File: config.mk
export PLATFORM = sky130hd
export DESIGN_NAME = logic_unit_iter
export DESIGN_NICKNAME = d
export VERILOG_FILES = /design/src/rtl/logic_unit_pkg.sv /design/src/rtl/logic_slice.sv /design/src/rtl/logic_unit_iter.sv
export SDC_FILE = /design/constraint.sdc
export NUM_CORES = 1
export LEC_CHECK = 0
export CORE_MARGIN = 2
export CORE_UTILIZATION = 25
export DETAILED_ROUTE_END_ITERATION = 8
export SKIP_CTS_REPAIR_TIMING = 1
export SYNTH_ARGS = -nofsm -noshare
export SYNTH_HDL_FRONTEND = slang
export SYNTH_HIERARCHICAL = 1
export SYNTH_SLANG_ARGS = --single-unit
File: constraint.sdc
create_clock -name clk -period 7.4 [get_ports clk]
set_input_delay 1.48 -clock clk [delete_from_list [all_inputs] [get_ports clk]]
set_output_delay 1.48 -clock clk [all_outputs]
set_load 0.02 [all_outputs]
File: src/rtl/logic_unit_pkg.sv
// logic_unit_pkg
// Shared definitions for the iterative bitwise logic unit:
//   - op encodings for AND / OR / XOR / XNOR
//   - FSM state encoding used by logic_unit_iter
package logic_unit_pkg;

  localparam logic [1:0] OP_AND  = 2'b00;
  localparam logic [1:0] OP_OR   = 2'b01;
  localparam logic [1:0] OP_XOR  = 2'b10;
  localparam logic [1:0] OP_XNOR = 2'b11;

  typedef enum logic [1:0] {
    S_IDLE = 2'd0,
    S_RUN  = 2'd1,
    S_DONE = 2'd2
  } state_e;

endpackage

File: src/rtl/logic_slice.sv
// logic_slice
// Purely combinational SLICE-bit bitwise operator, reused every RUN cycle
// by logic_unit_iter.
// Ports:
//   a_i, b_i  [SLICE]  slice operands
//   op_i      [2]      operation select (OP_AND/OP_OR/OP_XOR/OP_XNOR)
//   y_o       [SLICE]  slice result
//   y_zero_o  [1]      1 when y_o is all zeros
module logic_slice
  import logic_unit_pkg::*;
#(
  parameter int SLICE = 16
) (
  input  logic [SLICE-1:0] a_i,
  input  logic [SLICE-1:0] b_i,
  input  logic [1:0]       op_i,
  output logic [SLICE-1:0] y_o,
  output logic             y_zero_o
);

  always_comb begin
    y_o = '0;
    case (op_i)
      OP_AND:  y_o = a_i & b_i;
      OP_OR:   y_o = a_i | b_i;
      OP_XOR:  y_o = a_i ^ b_i;
      OP_XNOR: y_o = ~(a_i ^ b_i);
      default: y_o = '0;
    endcase
  end

  assign y_zero_o = ~|y_o;

endmodule

File: src/rtl/logic_unit_iter.sv
// logic_unit_iter
// Multi-cycle bitwise logic unit: processes one SLICE-bit slice of the
// WIDTH-bit operands per cycle through a single shared logic_slice, and
// accumulates a zero flag across slices. WIDTH must be a multiple of SLICE.
//
// state  | meaning
// -------+-------------------------------------------------------------
// S_IDLE | waiting for a request, in_ready_o=1
// S_RUN  | one slice processed per edge, idx_q selects the slice
// S_DONE | result_o/zero_o valid and held until out_ready_i
//
// Ports:
//   clk, rst      clock, asynchronous active-high reset
//   in_valid_i    request valid          in_ready_o   request accepted
//   op_i          operation select       a_i, b_i     WIDTH-bit operands
//   out_valid_o   result valid           out_ready_i  consumer accepts
//   result_o      WIDTH-bit result       zero_o       1 iff result == 0
module logic_unit_iter
  import logic_unit_pkg::*;
#(
  parameter int WIDTH = 64,
  parameter int SLICE = 16
) (
  input  logic             clk,
  input  logic             rst,
  input  logic             in_valid_i,
  output logic             in_ready_o,
  input  logic [1:0]       op_i,
  input  logic [WIDTH-1:0] a_i,
  input  logic [WIDTH-1:0] b_i,
  output logic             out_valid_o,
  input  logic             out_ready_i,
  output logic [WIDTH-1:0] result_o,
  output logic             zero_o
);

  localparam int NS = WIDTH / SLICE;
  localparam int IW = (NS > 1) ? $clog2(NS) : 1;
  localparam logic [IW-1:0] IDX_LAST = IW'(NS - 1);

  state_e           state_q, state_d;
  logic [IW-1:0]    idx_q, idx_d;
  logic [WIDTH-1:0] a_q, a_d;
  logic [WIDTH-1:0] b_q, b_d;
  logic [1:0]       op_q, op_d;
  logic [WIDTH-1:0] result_q, result_d;
  logic             zero_q, zero_d;
  logic             zacc_q, zacc_d;

  logic [SLICE-1:0] s_y;
  logic             s_zero;
  logic             accept;

  logic_slice #(.SLICE(SLICE)) u_slice (
    .a_i      (a_q[idx_q*SLICE +: SLICE]),
    .b_i      (b_q[idx_q*SLICE +: SLICE]),
    .op_i     (op_q),
    .y_o      (s_y),
    .y_zero_o (s_zero)
  );

  // in_ready_o follows out_ready_i combinationally so a DONE result can
  // hand off and a new request can be taken on the same edge.
  assign in_ready_o  = (state_q == S_IDLE) || ((state_q == S_DONE) && out_ready_i);
  assign out_valid_o = (state_q == S_DONE);
  assign accept      = in_valid_i && in_ready_o;

  always_comb begin
    state_d  = state_q;
    idx_d    = idx_q;
    a_d      = a_q;
    b_d      = b_q;
    op_d     = op_q;
    result_d = result_q;
    zero_d   = zero_q;
    zacc_d   = zacc_q;

    case (state_q)
      S_IDLE: begin
        if (accept) state_d = S_RUN;
      end
      S_RUN: begin
        result_d[idx_q*SLICE +: SLICE] = s_y;
        zacc_d = zacc_q & s_zero;
        if (idx_q == IDX_LAST) begin
          zero_d  = zacc_q & s_zero;
          state_d = S_DONE;
        end else begin
          idx_d = idx_q + IW'(1);
        end
      end
      S_DONE: begin
        if (out_ready_i) state_d = accept ? S_RUN : S_IDLE;
      end
      default: state_d = S_IDLE;
    endcase

    // Capture overrides the holds above; result/zero are left alone so a
    // back-to-back request overwrites them slice by slice.
    if (accept) begin
      a_d    = a_i;
      b_d    = b_i;
      op_d   = op_i;
      idx_d  = '0;
      zacc_d = 1'b1;
    end
  end

  always_ff @(posedge clk or posedge rst) begin
    if (rst) begin
      state_q  <= S_IDLE;
      idx_q    <= '0;
      a_q      <= '0;
      b_q      <= '0;
      op_q     <= OP_AND;
      result_q <= '0;
      zero_q   <= 1'b0;
      zacc_q   <= 1'b1;
    end else begin
      state_q  <= state_d;
      idx_q    <= idx_d;
      a_q      <= a_d;
      b_q      <= b_d;
      op_q     <= op_d;
      result_q <= result_d;
      zero_q   <= zero_d;
      zacc_q   <= zacc_d;
    end
  end

  assign result_o = result_q;
  assign zero_o   = zero_q;

endmodule

==> metrics.md, run 1 <==
| Metric | Value |
|---|---|
| Status | finished clean |
| IO buf count | 200 |
| Initial DRT Pass Iterations | 4 |
| R2R Setup Slk | 3.69 ns |
| Global-route wire length before repair | 37300 um |
| Mapped cell area | 0.00937 sq mm |
| Reg area | 0.00501 sq mm |
| MaxCap Viol Count | 0 |
| Syn_nets | 791 |
| DRT met1 WL | 11300 um |
| Wire length per cell | 19.1 um |
| CTS clk-pin slew, worst paths | 0.07 ns |
| H-tree Lvls | 4 |
| Req. time, crit path | 5.92 ns |
| Largest area contributor in the netlist | dfrtp_1 |
| Syn_area_per_cell | 15.1 sq um |
| Startpoint Class | primary input |
| Worst skew pair latency | 0.46 ns |
| Actual slew at the worst max-slew pin | 1.08 ns |
| Final Max Tran Viols | 0 |
| Max clock buf depth | 2 |
| Starting Density | 25.5% |
| Pwr/cell area | 478 mW/mm^2 |
| Uppermost layer routed | met5 |
| Critical path endpoint category | output pin |
| Largest net degree at the start of global routing | 135 |
| WS Path Type | primary input to output pin |
| Die area | 0.0390 sq mm |
| Hold WC Path Type | register to register |
| Core Area | 0.0368 sq mm |
| FMAX | 0.236 GHz |
| Via Count | 5861 |
| # nets final | 980 |
| Met3 WL | 1510 um |
| Final hold violation count | 0 |
| P_leak | 5.26 nW |
| Yosys top cell area share | 53.1% |
| Area Overhead vs Synth | 32.2% |
| Min cycle time layout | 4.24 ns |
| Via-to-Cell Ratio | 4.54 |
| VDD IR-drop max | 0.199 mV |
| Overflow after GRT | 0 |
| Vias in the first global route | 6044 |
| Inserted Clock Buffers | 17 |
| Initial DRC count | 187 |
| Final wirelength | 24600 um |
| Final setup viols | 0 |
| Path depth of the worst reg2reg path | 10 |
| Skew final | 0.0145 ns |
| CTS Sinks | 200 |
| CP Max Fanout | 3 |
| Critical Path AT | 2.76 ns |
| Synth Register Bits | 200 |
| Final HPWL DP | 17700 um |
| Min-Delay Endpoint | b_q[20] |
| Post-synthesis sequential area ratio | 53.4% |
| Total power | 5.92 mW |
| Routed length on met2 | 11300 um |
| Fin Hold WS | 0.483 ns |
| RR Endpoint | zacc_q |
| Hold path depth | 1 |
| Fin crit share | 57.3% |
| CTS tree | yes |
| Setup TNS | 0 ns |
| Worst Min Path Start | b_q[20] |
| Count of cell types in the netlist | 30 |
| Filler instances | 3624 |
| RSZ-0062 raised after global routing | false |
| Area contributors post-synth | dfrtp_1, mux2_2, mux4_2 |
| Multi-input logic area | 0.00399 sq mm |
| Slew HR | 27.5% |
| Clock Tree Root | clkbuf_16 |
| Yosys warns | 6 |
| Num rows | 70 |
| Routability congestion estimate | 0.743 |
| Ports | 201 |
| Worst R2R Start | idx_q[0] |
| DIE HEIGHT | 198 um |
| Tot GR Track Use | 13.0% |
| DRC viols | 0 |
| Share of layout cells above drive strength 1 | 20.6% |
| Initial antenna violation count | 3 |
| Post-Syn Instances | 620 |
| Die width | 198 um |
| Detail Route Antenna Nets | 0 |
==> routing by layer <==
metal / up-vias / track usage [%]
met1: 3003 / 17.4
met4: 2 / 4.65
met5: - / 0
met3: 23 / 3.72
li1: 2669 / -
met2: 164 / 19.9
==> sequential cells by signal, indices dropped and copies added (netlist names) <==
| signal | flops |
|---|---|
| b_q | 64 |
| zero_o | 1 |
| op_q | 2 |
| state_q | 2 |
| idx_q | 2 |
| result_o | 64 |
| zacc_q | 1 |
| a_q | 64 |
==> power breakdown <==
part / internal [mW] / leakage (nW) / total (mW) / switching [mW]
combinational: 1.44 / 2.49 / 3.03 / 1.58
clock: 0.498 / 0.287 / 0.945 / 0.447
sequential: 1.61 / 2.48 / 1.95 / 0.335
total: 3.56 / 5.26 / 5.92 / 2.36
==> synthesized netlist by cell type <==
cell / number
a211oi_2: 1
a21oi_1: 2
a22o_1: 65
and4_1: 1
buf_12: 2
buf_2: 14
buf_4: 11
buf_6: 2
clkbuf_1: 8
dfrtp_1: 199
dfstp_2: 1
ha_1: 37
inv_1: 36
inv_2: 1
mux2_1: 60
mux2_2: 86
mux2i_1: 32
mux4_2: 32
nand2_1: 9
nand2b_1: 2
nand2b_4: 1
nand3b_1: 1
nor2_1: 1
nor2b_1: 2
nor3b_1: 1
nor4_1: 4
nor4_4: 4
o21ai_0: 3
or2_2: 1
xnor2_1: 1
==> cell type report <==
cell class / instances / share of cell area [%]
clock buffer: 21 / 3.80
multi-input combinational: 346 / 32.2
sequential: 200 / 40.5
antenna: 2 / 0.0404
tap: 468 / 4.73
inverter: 37 / 1.18
clock inverter: 11 / 0.899
timing repair buffer: 207 / 16.7
==> how the worst max path moves through the flow <==
| stage | to | start | cells after the start | slack (ns) |
|---|---|---|---|---|
| floorplan | a_q[0] | rst | 1 | 0.47 |
| detailed placement | in_ready_o | out_ready_i | 4 | 3.17 |
| global placement | in_ready_o | out_ready_i | 4 | 3.15 |
| finish | in_ready_o | out_ready_i | 4 | 3.16 |
| CTS | in_ready_o | out_ready_i | 4 | 3.16 |
| global route | in_ready_o | out_ready_i | 4 | 3.12 |
==> stage by stage <==
step	util [%]	setup WS, ns	instance area, sq um	instances
final	33.7	3.16	12400	1292
after CTS	33.6	3.16	12400	1290
after global placement	32.1	3.15	11800	1258
after global routing	33.7	3.12	12400	1291
after detailed placement	32.1	3.17	11800	1258
after floorplan	-	0.468	9370	620
==> cell families after synthesis <==
logic type      synth area share, %
compound gates                 6.48
xor+xnor                     0.0935
fa+ha+maj                      4.94
buf+inv                        4.10
flops                          53.4
mux                            28.7
simple gates                   2.31
==> placed cells by master, fill, tap and decap left out, types with 2 or more instances in the layout <==
cell,netlist,routed
a21oi_1,2,2
clkinv_2,0,2
diode_2,0,2
clkdlybuf4s50_1,0,200
nor4_1,4,4
clkbuf_8,0,3
dfrtp_1,199,196
ha_1,37,37
dfrtp_2,0,3
mux2_2,86,86
mux4_2,32,32
clkbuf_16,0,17
a22o_1,65,65
inv_1,36,35
inv_8,0,2
o21ai_0,3,3
inv_6,0,4
nor4_4,4,4
mux2_1,60,60
mux2i_1,32,32
nor2b_1,2,2
nand2b_1,2,2
buf_4,11,6
clkinv_4,0,2
nand2_1,9,9
==> worst max-delay path, cell delays in order <==
cell	delay, ns
clkdlybuf4s50_1	0.47
inv_2	0.06
a21oi_1	0.13
clkdlybuf4s50_1	0.62
(Power assumes the default switching activity.)
==> inputs of run 2 (changes only) <==
==> constraint.sdc (replaced) <==
create_clock -name clk -period 4.2 [get_ports clk]
set_input_delay 0.84 -clock clk [delete_from_list [all_inputs] [get_ports clk]]
set_output_delay 0.84 -clock clk [all_outputs]
set_load 0.02 [all_outputs]
==> metrics.md, run 2 (synthesis results as in run 1) <==
| Metric | Value |
|---|---|
| Status | finished clean (unchanged) |
| Hold WC Path Type | register to register (unchanged) |
| Slew HR | 31.9% (was 27.5%) |
| Num rows | 70 (unchanged) |
| Initial antenna violation count | 5 (was 3) |
| Actual slew at the worst max-slew pin | 1.01 ns (was 1.08 ns) |
| MaxCap Viol Count | 0 (unchanged) |
| Reg area | 0.00501 sq mm (unchanged) |
| Req. time, crit path | 4.57 ns (was 5.92 ns) |
| Final wirelength | 25600 um (was 24600 um) |
| Die width | 198 um (unchanged) |
| Crit path launch | idx_q[0] (was out_ready_i) |
| Die area | 0.0390 sq mm (unchanged) |
| CTS clk-pin slew, worst paths | 0.07 ns (about the same) |
| Share of layout cells above drive strength 1 | 22.0% (was 20.6%) |
| IO buf count | 200 (unchanged) |
| Crit-path max cell delay | 0.68 ns (was 0.62 ns) |
| Skew final | 0.00816 ns (was 0.0145 ns) |
| Slowest-stage cell, CP | dfrtp_2 (was clkdlybuf4s50_1) |
| Clock Tree Root | clkbuf_16 (unchanged) |
| Initial DRT Pass Iterations | 4 (unchanged) |
| Detail Route Antenna Nets | 0 (unchanged) |
| Ports | 201 (unchanged) |
| DIE HEIGHT | 198 um (unchanged) |
| CP Max Fanout | 22 (was 3) |
| Critical Path AT | 3.73 ns (was 2.76 ns) |
| RR Endpoint | zacc_q (unchanged) |
| Pwr/cell area | 844 mW/mm^2 (was 478 mW/mm^2) |
| Max clock buf depth | 2 (unchanged) |
| H-tree Lvls | 4 (unchanged) |
| Worst R2R Start | idx_q[0] (unchanged) |
| Most frequent cells in the layout | clkdlybuf4s50_1, dfrtp_1, mux2_2 (unchanged) |
| # nets final | 996 (was 980) |
| Global-route wire length before repair | 39300 um (was 37300 um) |
| Min cycle time layout | 3.35 ns |
| VDD IR-drop max | 0.344 mV (was 0.199 mV) |
| Filler instances | 3566 (was 3624) |
| Wire length per cell | 19.5 um (was 19.1 um) |
| RSZ-0062 raised after global routing | false (unchanged) |
| Final hold violation count | 0 (unchanged) |
| Starting Density | 25.5% (unchanged) |
| Via-to-Cell Ratio | 4.58 (was 4.54) |
| Core Area | 0.0368 sq mm (unchanged) |
| Overflow after GRT | 0 (unchanged) |
| FMAX | 0.298 GHz |
| Initial DRC count | 233 (was 187) |
| Most common cell after layout, fill and taps aside | clkdlybuf4s50_1 (unchanged) |
| Multi-input logic area | 0.00399 sq mm (unchanged) |
| Final setup viols | 0 (unchanged) |
| R2R Setup Slk | 0.85 ns (was 3.69 ns) |
| Routability congestion estimate | 0.749 (was 0.743) |
| Final Max Tran Viols | 0 (unchanged) |
| Critical path endpoint category | register (was output pin) |
| Worst Setup EP | zacc_q (was in_ready_o) |
| Final HPWL DP | 19400 um (was 17700 um) |
| Via Count | 5987 (was 5861) |
| Startpoint Class | register (was primary input) |
| Vias in the first global route | 6212 (was 6044) |
| Worst path cell trace | buf_12 > mux4_2 > inv_1 > ha_1 > mux2_2 > mux2i_1 > nor4_1 > and4_1 > o21ai_0 > nand2b_1 (was clkdlybuf4s50_1 > inv_2 > a21oi_1 > clkdlybuf4s50_1) |
| Fin crit share | 79.8% |
| Area Overhead vs Synth | 33.8% (was 32.2%) |
| Inserted Clock Buffers | 17 (unchanged) |
| Path depth of the worst reg2reg path | 10 (unchanged) |
| P_leak | 5.33 nW (was 5.26 nW) |
| Worst skew pair latency | 0.45 ns (was 0.46 ns) |
| Largest net degree at the start of global routing | 104 (was 135) |
| Tot GR Track Use | 13.6% (was 13.0%) |
| DRC viols | 0 (unchanged) |
| CTS Sinks | 200 (unchanged) |
| CTS tree | yes (unchanged) |
| Setup TNS | 0 ns (unchanged) |
| Total power | 10.6 mW (was 5.92 mW) |
| WS Path Type | register to register (was primary input to output pin) |
==> run 2: changes by cell type in the layout (fill, tap and decap cells not counted), sizes merged <==
cell	previous run	this run
buf	7	23
clkinvlp	1	5
clkbuf	21	19
bufinv	1	0
inv	42	41
==> run 2: worst min-delay path by stage <==
stage               to  startpoint  cells after the start
3_5_place_dp   b_q[50]     b_q[50]                      1
4_1_cts        b_q[50]     b_q[50]                      1
5_1_grt        b_q[50]     b_q[50]                      1
6_report       b_q[50]     b_q[50]                      1
2_1_floorplan  op_q[0]     op_q[0]                      1
3_3_place_gp   b_q[39]     b_q[39]                      1
==> run 2: area by class of cell <==
| class | count | area share (%) |
|---|---|---|
| Inverter | 37 | 1.14 |
| Tap cell | 468 | 4.67 |
| Timing Repair Buffer | 223 | 18.0 |
| Clock buffer | 19 | 3.45 |
| Sequential cell | 200 | 40.0 |
| Antenna cell | 2 | 0.0399 |
| Multi-Input combinational cell | 346 | 31.8 |
| Clock inverter | 13 | 0.908 |
==> run 2: per-layer routing <==
metal	up-vias	wire length, um	global-route usage [%]
met5	-	24	0
met3	22	1510	3.64
li1	2697	-	-
met2	178	11400	20.4
met4	4	330	3.70
met1	3086	12300	19.3
==> run 2: stage by stage <==
step | std cells | setup WS [ns] | area (sq um) | util [%] | hold slack, ns
3_3_place_gp | 1274 | 0.864 | 12000 | 32.6 | 0.463
5_1_grt | 1306 | 0.541 | 12500 | 34.1 | 0.498
3_5_place_dp | 1274 | 0.816 | 12000 | 32.6 | 0.469
4_1_cts | 1306 | 0.804 | 12500 | 34.1 | 0.487
2_1_floorplan | 620 | 0.772 | 9370 | - | 0.452
6_report | 1308 | 0.850 | 12500 | 34.1 | 0.482
==> run 2: power by group <==
group          switching [mW]  leakage (nW)  internal [mW]
registers               0.746          2.48           2.85
clock network           0.786         0.257          0.775
logic                    2.64          2.59           2.80
==> run 2: worst max-delay path: cells and delay by family, from the launching register on <==
family	cells	cell delay, ns
mux	3	1.36
flops	1	0.68
simple gates	3	0.42
buf+inv	2	0.37
fa+ha+maj	1	0.24
compound gates	1	0.19
